**src/rtl/counter_ctrl.sv**
```systemverilog
// Prescaled up/down counter with start/stop/pause/load control.
// Continuous (wrapping) or one-shot mode; every output is a flop.
module counter_ctrl #(
  parameter int DIV_W = 32,
  parameter int CNT_W = 4
) (
  input  logic             clk,
  input  logic             rst_n,
  input  logic             start,
  input  logic             stop,
  input  logic             pause,
  input  logic             load,
  input  logic [CNT_W-1:0] load_val,
  input  logic [DIV_W-1:0] div_val,
  input  logic             mode,
  input  logic             dir,
  output logic [CNT_W-1:0] cnt_o,
  output logic             tick_o,
  output logic             wrap_o,
  output logic             busy_o,
  output logic             done_o
);

  typedef enum logic [1:0] {IDLE, RUN, HOLD, DONE} state_t;

  state_t           r_state;
  logic [DIV_W-1:0] r_pre;
  logic [DIV_W-1:0] r_div;
  logic             r_mode;
  logic             r_dir;
  logic [CNT_W-1:0] r_cnt;
  logic             r_tick;
  logic             r_wrap;
  logic             r_busy;
  logic             r_done;

  logic             w_pre_term;
  logic [CNT_W-1:0] w_next;
  logic             w_step_wraps;
  logic             w_next_at_end;
  logic             w_start_done;

  assign w_pre_term    = (r_pre == r_div);
  assign w_next        = r_dir ? (r_cnt - 1'b1) : (r_cnt + 1'b1);
  assign w_step_wraps  = r_dir ? (r_cnt == '0) : (r_cnt == '1);
  assign w_next_at_end = r_dir ? (w_next == '0) : (w_next == '1);
  // Start decision uses the live mode/dir since they are latched on that same edge.
  assign w_start_done  = mode & (dir ? (r_cnt == '0) : (r_cnt == '1));

  always_ff @(posedge clk or negedge rst_n) begin
    if (!rst_n) begin
      r_state <= IDLE;
      r_pre   <= '0;
      r_div   <= '0;
      r_mode  <= 1'b0;
      r_dir   <= 1'b0;
      r_cnt   <= '0;
      r_tick  <= 1'b0;
      r_wrap  <= 1'b0;
      r_busy  <= 1'b0;
      r_done  <= 1'b0;
    end else begin
      r_tick <= 1'b0;
      r_wrap <= 1'b0;
      case (r_state)
        IDLE, DONE: begin
          if (stop) begin
            r_state <= IDLE;
            r_done  <= 1'b0;
          end else if (load) begin
            r_cnt   <= load_val;
            r_state <= IDLE;
            r_done  <= 1'b0;
          end else if (start) begin
            r_div  <= div_val;
            r_mode <= mode;
            r_dir  <= dir;
            r_pre  <= '0;
            if (w_start_done) begin
              r_state <= DONE;
              r_done  <= 1'b1;
            end else begin
              r_state <= RUN;
              r_busy  <= 1'b1;
              r_done  <= 1'b0;
            end
          end
        end
        RUN: begin
          if (stop) begin
            r_state <= IDLE;
            r_pre   <= '0;
            r_busy  <= 1'b0;
          end else begin
            if (w_pre_term) begin
              r_pre  <= '0;
              r_cnt  <= w_next;
              r_tick <= 1'b1;
              r_wrap <= ~r_mode & w_step_wraps;
            end else begin
              r_pre <= r_pre + 1'b1;
            end
            // Reaching the one-shot terminal outranks a concurrent pause.
            if (w_pre_term && r_mode && w_next_at_end) begin
              r_state <= DONE;
              r_busy  <= 1'b0;
              r_done  <= 1'b1;
            end else if (pause) begin
              r_state <= HOLD;
            end
          end
        end
        HOLD: begin
          if (stop) begin
            r_state <= IDLE;
            r_pre   <= '0;
            r_busy  <= 1'b0;
          end else if (!pause) begin
            r_state <= RUN;
          end
        end
        default: r_state <= IDLE;
      endcase
    end
  end

  assign cnt_o  = r_cnt;
  assign tick_o = r_tick;
  assign wrap_o = r_wrap;
  assign busy_o = r_busy;
  assign done_o = r_done;

endmodule

```
**config.mk**
```make
export PLATFORM = sky130hd
export DESIGN_NAME = counter_ctrl
export DESIGN_NICKNAME = d
export VERILOG_FILES = /design/src/rtl/counter_ctrl.sv
export SDC_FILE = /design/constraint.sdc
export NUM_CORES = 1
export LEC_CHECK = 0
export ABC_AREA = 1
export CAP_MARGIN = 20
export CORE_ASPECT_RATIO = 0.75
export CORE_MARGIN = 3
export CORE_UTILIZATION = 31
export CTS_CLUSTER_SIZE = 10
export DETAILED_ROUTE_END_ITERATION = 6
export PLACE_DENSITY_LB_ADDON = 0.3
export REMOVE_ABC_BUFFERS = 1
export SYNTH_ARGS = -nofsm -noshare
export SYNTH_HDL_FRONTEND = slang
export SYNTH_SLANG_ARGS = --single-unit
export TNS_END_PERCENT = 20
```
**constraint.sdc**
```tcl
create_clock -name clk -period 4.5 [get_ports clk]
set_clock_uncertainty 0.05 [all_clocks]
set_input_delay 0.675 -clock clk [delete_from_list [all_inputs] [get_ports clk]]
set_output_delay 0.675 -clock clk [all_outputs]
set_load 0.005 [all_outputs]
```
==> results of run 1 <==
-- synth_stat cells (2+ instances only) --
| library cell | count |
|---|---|
| sky130_fd_sc_hd__a21oi_1 | 43 |
| sky130_fd_sc_hd__a31oi_1 | 2 |
| sky130_fd_sc_hd__buf_4 | 2 |
| sky130_fd_sc_hd__buf_6 | 2 |
| sky130_fd_sc_hd__clkbuf_1 | 8 |
| sky130_fd_sc_hd__dfrtp_1 | 76 |
| sky130_fd_sc_hd__ha_1 | 8 |
| sky130_fd_sc_hd__inv_1 | 80 |
| sky130_fd_sc_hd__inv_2 | 11 |
| sky130_fd_sc_hd__mux2_2 | 3 |
| sky130_fd_sc_hd__nand2_1 | 160 |
| sky130_fd_sc_hd__nand2_2 | 6 |
| sky130_fd_sc_hd__nand3_1 | 22 |
| sky130_fd_sc_hd__nand3_2 | 5 |
| sky130_fd_sc_hd__nand3_4 | 3 |
| sky130_fd_sc_hd__nand4_1 | 12 |
| sky130_fd_sc_hd__nand4_4 | 2 |
| sky130_fd_sc_hd__nor2_1 | 88 |
| sky130_fd_sc_hd__nor2_2 | 10 |
| sky130_fd_sc_hd__nor2_4 | 8 |
| sky130_fd_sc_hd__nor3_1 | 13 |
| sky130_fd_sc_hd__nor3_2 | 2 |
| sky130_fd_sc_hd__nor4_1 | 2 |
| sky130_fd_sc_hd__o21ai_0 | 20 |
| sky130_fd_sc_hd__o21ai_1 | 8 |
| sky130_fd_sc_hd__xnor2_1 | 2 |
| sky130_fd_sc_hd__xor2_1 | 16 |
-- cell usage in the layout (no fill, tap or decap), types with 4 or more instances in the layout --
master	Yosys	layout
sky130_fd_sc_hd__xor2_1	16	16
sky130_fd_sc_hd__o21ai_1	8	8
sky130_fd_sc_hd__nand2_1	160	160
sky130_fd_sc_hd__o21ai_0	20	20
sky130_fd_sc_hd__ha_1	8	8
sky130_fd_sc_hd__nor2_1	88	88
sky130_fd_sc_hd__nand3_1	22	21
sky130_fd_sc_hd__clkbuf_16	0	9
sky130_fd_sc_hd__nand3_2	5	6
sky130_fd_sc_hd__dfrtp_1	76	76
sky130_fd_sc_hd__a21oi_1	43	43
sky130_fd_sc_hd__buf_4	2	4
sky130_fd_sc_hd__inv_1	80	80
sky130_fd_sc_hd__nand2_2	6	6
sky130_fd_sc_hd__nor3_1	13	13
sky130_fd_sc_hd__nand4_1	12	12
sky130_fd_sc_hd__inv_2	11	11
sky130_fd_sc_hd__clkdlybuf4s50_1	0	50
sky130_fd_sc_hd__nor2_2	10	10
sky130_fd_sc_hd__nor2_4	8	8
-- layout make-up --
| type | count | area (um^2) | area share (%) |
|---|---|---|---|
| multi-input cells | 442 | 2300 | 40.7 |
| clock inverters | 4 | 47.5 | 0.841 |
| clock buffers | 12 | 256 | 4.54 |
| repair buffers | 55 | 558 | 9.87 |
| inverters | 92 | 347 | 6.13 |
| well taps | 195 | 244 | 4.31 |
| flip-flops and latches | 76 | 1900 | 33.6 |
-- how the worst min path moves through the flow --
stage	cells past startpoint	end	slack, ns
final	1	r_div[29]	0.10
after global placement	2	done_o	0.43
after floorplan	0	busy_o	0.33
after CTS	2	done_o	0.45
after detailed placement	2	done_o	0.43
after global routing	1	r_div[29]	0.09
-- power by group --
group	switching, W	total (W)	internal [W]
registers	0.0000961	0.000897	0.000801
logic	0.000356	0.000625	0.000269
clock network	0.000286	0.000744	0.000458
total	0.000738	0.00227	0.00153
-- registers in the layout (all words and copies together), names as in the netlist --
signal,count
r_pre,32
r_div,32
r_mode,1
busy_o,1
r_state,2
done_o,1
r_dir,1
tick_o,1
cnt_o,4
wrap_o,1
-- routing by layer --
layer	up-vias	GRT usage, %	share of wire (%)
met4	0	2.67	0.74
met1	1850	20.8	51
met5	-	0	0
met3	7	4.23	5.0
met2	89	21.3	43
li1	2062	-	-
-- logic make-up (layout without fill, tap and decap cells) --
family          after synthesis  after routing  share of synthesized area, %
compound gates               74             74                          8.13
mux                           4              4                         0.948
buf+inv                     105            163                          9.08
xor+xnor                     18             18                          3.41
flops                        76             76                          41.2
simple gates                337            337                          34.6
fa+ha+maj                     9              9                          2.60
-- stage by stage --
step / instances / worst slack (ns) / util [%]
global route: 876 / 1.62 / 40.1
CTS: 875 / 1.89 / 39.9
global placement: 859 / 1.63 / 37.7
finish: 876 / 1.85 / 40.1
floorplan: 610 / 1.74 / -
detailed placement: 859 / 1.54 / 37.7
-- worst max-delay path: cells and delay by family --
| kind | cells | cell delay (ns) |
|---|---|---|
| AND/OR/NAND/NOR | 7 | 1.46 |
| buffers and inverters | 1 | 0.51 |
| XOR/XNOR | 1 | 0.16 |
==> out/results.md, run 1 <==
Critical path
- CP startpoint: stop
- launch point of the worst reg-to-reg path: r_state[0]
- Worst EP arrival: 2.82 ns
- required time at the endpoint of the critical path: 4.67 ns
- capture instance of the worst register-to-register path: r_pre[31]
- worst setup path endpoint: r_pre[31]
- slowest cell delay on critical path: 0.52 ns
- reg-to-reg setup timing slack: 2.04 ns
- cell breakdown of the critical path: clkdlybuf4s50_1, nor2_1, nor2_1, nor2_2, nand4_4, nor3_2, nand2_1, xor2_1, nor2_2
- cell depth of the worst flop-to-flop path: 10
- CP endpoint kind: register
- WS Path Type: in -> reg
- Critical Path Start Type: input pin
- Max stage delay cell, worst path: sky130_fd_sc_hd__nor2_2
- worst-path fanout max: 13

GRT
- first-pass GRT wire length: 19.1 mm
- vias in the first global route: 3898
- initial antenna violation count: 0
- total grt overflow: 0
- total routing resource utilization after global routing: 14.3%
- pin count of the biggest net entering global routing: 77

Timing
- unrepaired setup endpoints after global routing: false
- share of the clock period used by the worst path after layout: 58.9%
- relative slew slack: 57.9%
- total negative slack for setup checks: 0 ns
- Slew Viols, Final: 0
- final critical delay including setup and external delays: 2.65 ns
- final hold violations: 0
- highest clock frequency the design can meet: 377 MHz
- worst-margin pin slew: 0.631 ns
- count of final setup violators: 0
- minimum hold slack: 0.100 ns

Synthesis
- post-synthesis cell count: 623
- Mapped Area: 0.00462 mm^2
- area fraction of the dominant cell type after synthesis: 41.2%
- leading register cell type out of synthesis: sky130_fd_sc_hd__dfrtp_1
- count of state elements after synthesis: 76
- cell type with the largest total area after synthesis: sky130_fd_sc_hd__dfrtp_1
- leading cell types by total area after synthesis: sky130_fd_sc_hd__dfrtp_1, sky130_fd_sc_hd__nand2_1, sky130_fd_sc_hd__nor2_1
- count of cell types in the netlist: 36
- average instance area after synthesis: 7.41 um^2
- Post-synth EDFFs: 0
- total of warnings raised by yosys: 0
- proportion of register bits with asynchronous set or reset after synthesis: 100%
- sequential share of the synthesized area: 41.2%

Floorplanning
- Chip Height: 112 um
- die span in x: 147 um
- initial core utilization: 32.7%
- full die area: 0.0164 mm^2
- Boundary Pins: 52
- total number of placement rows: 37
- placeable core area: 0.0141 mm^2

Flow run
- max cap viols: 0

Power and ir drop
- Pleak: 2.56 nW
- Cell Pwr Density: 401 mW/mm^2
- total design power: 0.00227 W
- largest voltage drop on the vdd net: 0.206 mV

Min path
- class of the worst hold path: in -> async

CTS
- # H-tree levels: 3
- total number of clock tree sinks: 76
- clock tree from TritonCTS: built
- worst-skew pair later-pin latency: 0.34 ns
- Post-CTS Hold Fix Bufs: 0
- Post CTS Setup Buffer Count: 0
- cell at the root of the clock tree: sky130_fd_sc_hd__clkbuf_16
- PostCTS Resize Cnt: 0
- clock buffers created by TritonCTS: 9
- CTS clock-pin slew for the worst setup and hold paths: 0.06 ns
- buffer levels on the longest clock path: 2

Drt
- Avg Vias per Cell: 4.58
- post-DR wirelength/cell: 12.8 um
- final WL: 11.2 mm
- residual antenna-violating net count after detailed routing: 0
- 1st-pass router iterations: 5
- vias after detailed routing: 4008
- remaining routing DRC violations: 0
- Iteration-0 DRC Markers: 323

Finish
- net count of the finished layout: 729
- Non-Filler Cell Area, Final: 0.00566 mm^2
- Antenna diodes: 0
- area overhead of the layout relative to synthesis: 22.5%
- fraction of final layout cells with drive strength greater than 1: 11.0%
- layout filler cell count: 1479

Place
- routability congestion estimate: 0.895
- # port buffers: 51
- post-placement cell area: 0.00532 mm^2
- estimated wirelength of the detail-placed design: 8.46 mm

Status
- run status: completed

Power figures use the tool's default switching activity.
==> run 2: changes to the inputs <==
==> constraint.sdc (replaced) <==
create_clock -name clk -period 2.63 [get_ports clk]
set_clock_uncertainty 0.05 [all_clocks]
set_input_delay 0.3945 -clock clk [delete_from_list [all_inputs] [get_ports clk]]
set_output_delay 0.3945 -clock clk [all_outputs]
set_load 0.005 [all_outputs]
==> run 2 against run 1 <==
  * Hold slack improved by 0.27 ns
  * Clock power increased by 53%
  * Clock-buffer cell count decreased by 2
  * Critical path depth is 3 higher
  * Global-route usage increased by 0.24 points
  * Sequential power grew 71%
  * Cell count increased by 0.46%
  * Combinational power rose by 73%
  * Sequential cell count stayed put
==> out/results.md, run 2 (same netlist as run 1, synthesis figures left out) <==
Critical path
- CP endpoint kind: register
- Critical Path Start Type: register
- worst-path fanout max: 7, -6
- Max stage delay cell, worst path: sky130_fd_sc_hd__dfrtp_1
- required time at the endpoint of the critical path: 2.81 ns, -1.86 ns
- WS Path Type: reg -> reg
- slowest cell delay on critical path: 0.48 ns, -0.04 ns
- capture instance of the worst register-to-register path: r_state[1]
- cell depth of the worst flop-to-flop path: 12, +2
- launch point of the worst reg-to-reg path: cnt_o[0]
- reg-to-reg setup timing slack: 0.31 ns, -1.73 ns
- cell breakdown of the critical path: inv_1, fa_1, xnor2_1, or2_2, nand3_1, nand2_1, inv_1, nand3_4, nand3_2, nand2_2, nand2_1, o21ai_1
- Worst EP arrival: 2.50 ns, -0.32 ns

GRT
- initial antenna violation count: 0, unchanged
- vias in the first global route: 4079, +4.6%
- total routing resource utilization after global routing: 14.5%, +0.24 points
- first-pass GRT wire length: 19.7 mm, +2.6%
- total grt overflow: 0, unchanged
- pin count of the biggest net entering global routing: 77, unchanged

CTS
- # H-tree levels: 3, unchanged
- buffer levels on the longest clock path: 2, unchanged
- clock buffers created by TritonCTS: 9, unchanged
- PostCTS Resize Cnt: 0, unchanged
- cell at the root of the clock tree: sky130_fd_sc_hd__clkbuf_16
- total number of clock tree sinks: 76, unchanged
- worst-skew pair later-pin latency: 0.34 ns, about the same
- CTS clock-pin slew for the worst setup and hold paths: 0.06 ns, about the same
- clock tree from TritonCTS: built

Floorplanning
- die span in x: 147 um, unchanged
- Chip Height: 112 um, unchanged
- initial core utilization: 32.7%, unchanged
- full die area: 0.0164 mm^2, unchanged
- total number of placement rows: 37, unchanged
- Boundary Pins: 52, unchanged
- placeable core area: 0.0141 mm^2, unchanged

Finish
- commonest non-fill, non-tap cell in the layout: sky130_fd_sc_hd__nand2_1
- commonest cells after routing, fill and taps aside: sky130_fd_sc_hd__nand2_1, sky130_fd_sc_hd__nor2_1, sky130_fd_sc_hd__inv_1
- fraction of final layout cells with drive strength greater than 1: 11.5%, +0.52 points
- Antenna diodes: 0, unchanged
- area overhead of the layout relative to synthesis: 22.4%, about the same
- net count of the finished layout: 733, +0.55%
- non-filler cells, final: 880, +0.46%

Timing
- worst-margin pin slew: 0.483 ns, -0.148 ns
- Slew Viols, Final: 0, unchanged
- relative slew slack: 67.6%, +9.7 points
- worst-case setup margin in the final layout: 0.309 ns, -1.54 ns
- share of the clock period used by the worst path after layout: 88.2%
- unrepaired setup endpoints after global routing: false
- count of final setup violators: 0, unchanged
- highest clock frequency the design can meet: 431 MHz
- final critical delay including setup and external delays: 2.32 ns
- final hold violations: 0, unchanged

Place
- # port buffers: 51, unchanged
- pre-CTS setup slack: 0.149 ns, -1.39 ns
- estimated wirelength of the detail-placed design: 8.47 mm, +0.12%
- instance count after placement with tap cells included: 862, +0.35%
- routability congestion estimate: 0.940, +5.0%

Drt
- final WL: 11.3 mm, +0.89%
- post-DR wirelength/cell: 12.8 um, +0.43%
- residual antenna-violating net count after detailed routing: 0, unchanged
- 1st-pass router iterations: 5, unchanged
- Avg Vias per Cell: 4.65, +1.5%
- vias after detailed routing: 4088, +2.0%
- remaining routing DRC violations: 0, unchanged
- Iteration-0 DRC Markers: 338, +4.6%

Status
- run status: completed

Power and ir drop
- Pleak: 2.57 nW, +0.46%
- Cell Pwr Density: 662 mW/mm^2, +65%
- largest voltage drop on the vdd net: 0.267 mV, +30%

Flow run
- max cap viols: 0, unchanged

Min path
- class of the worst hold path: in -> async

[run 2: final cells by class]
class / count / area [um^2]
clock buffer: 10 / 239
clock inverter: 6 / 30.0
fill: 1484 / 8470
inverter: 92 / 347
multi-input combinational: 442 / 2300
sequential: 76 / 1900
tap: 195 / 244
timing repair buffer: 59 / 591
[run 2: worst max path at each step]
stage	from	end	cells past startpoint
floorplan	r_state[0]	r_div[28]	4
global placement	stop	r_pre[30]	8
detailed placement	stop	r_pre[17]	8
CTS	cnt_o[0]	r_state[1]	12
global route	cnt_o[0]	r_state[0]	12
finish	cnt_o[0]	r_state[1]	12
[run 2: timing repair]
item,in CTS,in global routing
hold endpoints to repair,0,7
setup buffers,0,0
hold buffers,0,1
[run 2: per-layer routing]
layer	vias to the layer above	share of wire (%)	global-route usage, %	wire, um
li1	2066	-	-	-
met1	1891	52	21.4	5850
met2	109	42	20.9	4700
met3	22	5.1	3.82	571
met4	0	1.6	4.35	184
met5	-	0	0	0
[run 2: per-stage QoR]
step | total power, W | setup TNS, ns | util, % | hold WS, ns | instance area, um^2
detailed placement | 0.00263 | 0 | 37.9 | 0.436 | 5350
CTS | 0.00378 | 0 | 39.8 | 0.211 | 5620
floorplan | 0.00223 | -0.149 | - | 0.0489 | 4540
global placement | 0.00259 | 0 | 37.9 | 0.426 | 5350
finish | 0.00374 | 0 | 40.0 | 0.368 | 5650
global route | 0.00403 | 0 | 40.0 | 0.383 | 5650
[run 2: power breakdown]
part           switching, W  internal (W)
clock              0.000483      0.000654
combinational      0.000610      0.000467
sequential         0.000157       0.00137
[run 2: worst max-delay path, delay by kind of cell (launching register included)]
| family | cells | cell delay [ns] |
|---|---|---|
| XOR/XNOR | 1 | 0.19 |
| AND/OR/NAND/NOR | 7 | 0.74 |
| buffers and inverters | 2 | 0.24 |
| adder cells (fa/ha/maj) | 1 | 0.45 |
| flip-flops | 1 | 0.48 |
| AO/OA/AOI/OAI | 1 | 0.06 |
==> run 3: changes to the inputs <==
==> constraint.sdc (replaced) <==
create_clock -name clk -period 2.06 [get_ports clk]
set_clock_uncertainty 0.05 [all_clocks]
set_input_delay 0.309 -clock clk [delete_from_list [all_inputs] [get_ports clk]]
set_output_delay 0.309 -clock clk [all_outputs]
set_load 0.005 [all_outputs]
==> run 3 against run 2 <==
  * Register-to-register slack lost 0.25 ns
  * Core utilization grew 3.5 points
  * First-iteration DRC count shrank 26%
  * Design area grew 8.8%
  * Combinational power grew 93%
  * Critical endpoint is now busy_o
  * Largest cell class unchanged
==> out/results.md, run 3 (same netlist as run 1, synthesis figures left out) <==
CTS
- buffer levels on the longest clock path: 2, unchanged
- clock buffers created by TritonCTS: 9, unchanged
- total number of clock tree sinks: 76, unchanged
- # H-tree levels: 3, unchanged
- cell at the root of the clock tree: sky130_fd_sc_hd__clkbuf_16
- worst-skew pair later-pin latency: 0.34 ns, about the same
- CTS clock-pin slew for the worst setup and hold paths: 0.06 ns, about the same
- clock tree from TritonCTS: built

GRT
- vias in the first global route: 4143, +1.6%
- pin count of the biggest net entering global routing: 36, -53%
- initial antenna violation count: 0, unchanged
- total grt overflow: 0, unchanged
- first-pass GRT wire length: 20.4 mm, +3.6%
- total routing resource utilization after global routing: 15.1%, +0.52 points

Timing
- Slew Viols, Final: 0, unchanged
- count of final setup violators: 0, unchanged
- relative slew slack: 69.5%, +1.9 points
- share of the clock period used by the worst path after layout: 97.3%, +9.0 points
- highest clock frequency the design can meet: 499 MHz, +16%
- final critical delay including setup and external delays: 2.00 ns, -0.317 ns
- worst-margin pin slew: 0.455 ns, -0.0284 ns
- unrepaired setup endpoints after global routing: true
- final hold violations: 0, unchanged

Floorplanning
- die span in x: 147 um, unchanged
- Boundary Pins: 52, unchanged
- placeable core area: 0.0141 mm^2, unchanged
- total number of placement rows: 37, unchanged
- full die area: 0.0164 mm^2, unchanged
- Chip Height: 112 um, unchanged
- initial core utilization: 32.7%, unchanged

Critical path
- Max stage delay cell, worst path: sky130_fd_sc_hd__fa_2
- cell breakdown of the critical path: inv_2, fa_2, xnor2_4, or2_4, nand3_2, nand2_2, inv_2, nand3_4, nand2_2, nand3_1, nand2_1, inv_1
- worst-path fanout max: 4, -3
- launch point of the worst reg-to-reg path: cnt_o[1]
- Critical Path Start Type: register
- CP endpoint kind: register
- CP startpoint: cnt_o[1]
- required time at the endpoint of the critical path: 2.24 ns, -0.57 ns
- cell depth of the worst flop-to-flop path: 12, unchanged
- WS Path Type: reg -> reg
- slowest cell delay on critical path: 0.43 ns, -0.05 ns
- Worst EP arrival: 2.18 ns, -0.32 ns
- capture instance of the worst register-to-register path: busy_o
- reg-to-reg setup timing slack: 0.06 ns, -0.25 ns

Finish
- commonest cells after routing, fill and taps aside: sky130_fd_sc_hd__nand2_1, sky130_fd_sc_hd__nor2_1, sky130_fd_sc_hd__inv_1
- fraction of final layout cells with drive strength greater than 1: 19.5%, +7.9 points
- Non-Filler Cell Area, Final: 0.00615 mm^2, +8.8%
- commonest non-fill, non-tap cell in the layout: sky130_fd_sc_hd__nand2_1
- Antenna diodes: 0, unchanged
- net count of the finished layout: 772, +5.3%
- area overhead of the layout relative to synthesis: 33.2%

Power and ir drop
- total design power: 0.00563 W, +51%
- largest voltage drop on the vdd net: 0.439 mV, +64%
- Pleak: 2.79 nW, +8.2%
- Cell Pwr Density: 916 mW/mm^2, +38%

Place
- estimated wirelength of the detail-placed design: 9.19 mm, +8.6%
- routability congestion estimate: 0.843, -10%
- # port buffers: 51, unchanged
- post-placement cell area: 0.00561 mm^2, +5.0%

Drt
- final WL: 12.0 mm, +5.9%
- vias after detailed routing: 4186, +2.4%
- residual antenna-violating net count after detailed routing: 0, unchanged
- 1st-pass router iterations: 5, unchanged
- remaining routing DRC violations: 0, unchanged
- post-DR wirelength/cell: 13.0 um, +1.4%
- Iteration-0 DRC Markers: 250, -26%
- Avg Vias per Cell: 4.55, -1.9%

Min path
- class of the worst hold path: in -> async

Status
- run status: completed

Flow run
- max cap viols: 0, unchanged

## run 3: area by class of cell
class | count | area, um^2
clock buffer | 12 | 256
clock inverter | 4 | 47.5
fill | 1420 | 7970
inverter | 92 | 347
multi-input combinational | 442 | 2420
sequential | 76 | 1910
tap | 195 | 244
timing repair buffer | 98 | 925
## run 3: timing repair
| action | in CTS | in global routing |
|---|---|---|
| endpoints found under the setup margin | 26 | 38 |
| hold endpoints to repair | 30 | 0 |
| cloned | 0 | 0 |
| gates resized for setup | 8 | 27 |
| pin swaps | 1 | 10 |
| setup buffers | 4 | 7 |
| hold buffers | 1 | 0 |
## run 3: report_power, final
part | internal [W] | leakage, nW | switching, W
Sequential | 0.00175 | 0.939 | 0.000184
Clock | 0.00100 | 0.149 | 0.000612
Combinational | 0.00107 | 1.70 | 0.00101
Total | 0.00382 | 2.79 | 0.00181
## run 3: through the flow
step / hold WS [ns] / std cells / setup slack [ns] / util (%) / setup TNS (ns)
after CTS: 0.417 / 912 / 0.00231 / 42.4 / 0
after global routing: 0.451 / 919 / -0.0761 / 43.6 / -0.261
after detailed placement: 0.240 / 891 / -0.215 / 39.8 / -2.53
final: 0.410 / 919 / 0.0566 / 43.6 / 0
after global placement: 0.233 / 891 / -0.116 / 39.8 / -1.49
after floorplan: -0.0366 / 610 / -0.620 / - / -21.15
## run 3: worst max-delay path, delay by kind of cell, from the launching register on
kind,cells,cell delay [ns]
DFF,1,0.40
adders and majority gates,1,0.43
xor gates and xnor gates,1,0.15
and+or+nand+nor,7,0.70
buffers and inverters,3,0.15
## run 3: worst max path at each step
stage / cells after the start / slack, ns / to
after floorplan: 4 / -0.62 / r_div[28]
after global placement: 9 / -0.12 / r_pre[31]
after detailed placement: 11 / -0.22 / r_pre[4]
after CTS: 12 / 0.002 / r_state[0]
after global routing: 12 / -0.08 / done_o
final: 12 / 0.06 / busy_o
## run 3: per-layer routing
layer	vias up	share of wire (%)	track usage [%]
met5	-	0	0
met3	9	4.4	3.38
met1	1950	52	22.4
met4	0	0.89	3.48
met2	76	43	22.3
li1	2151	-	-
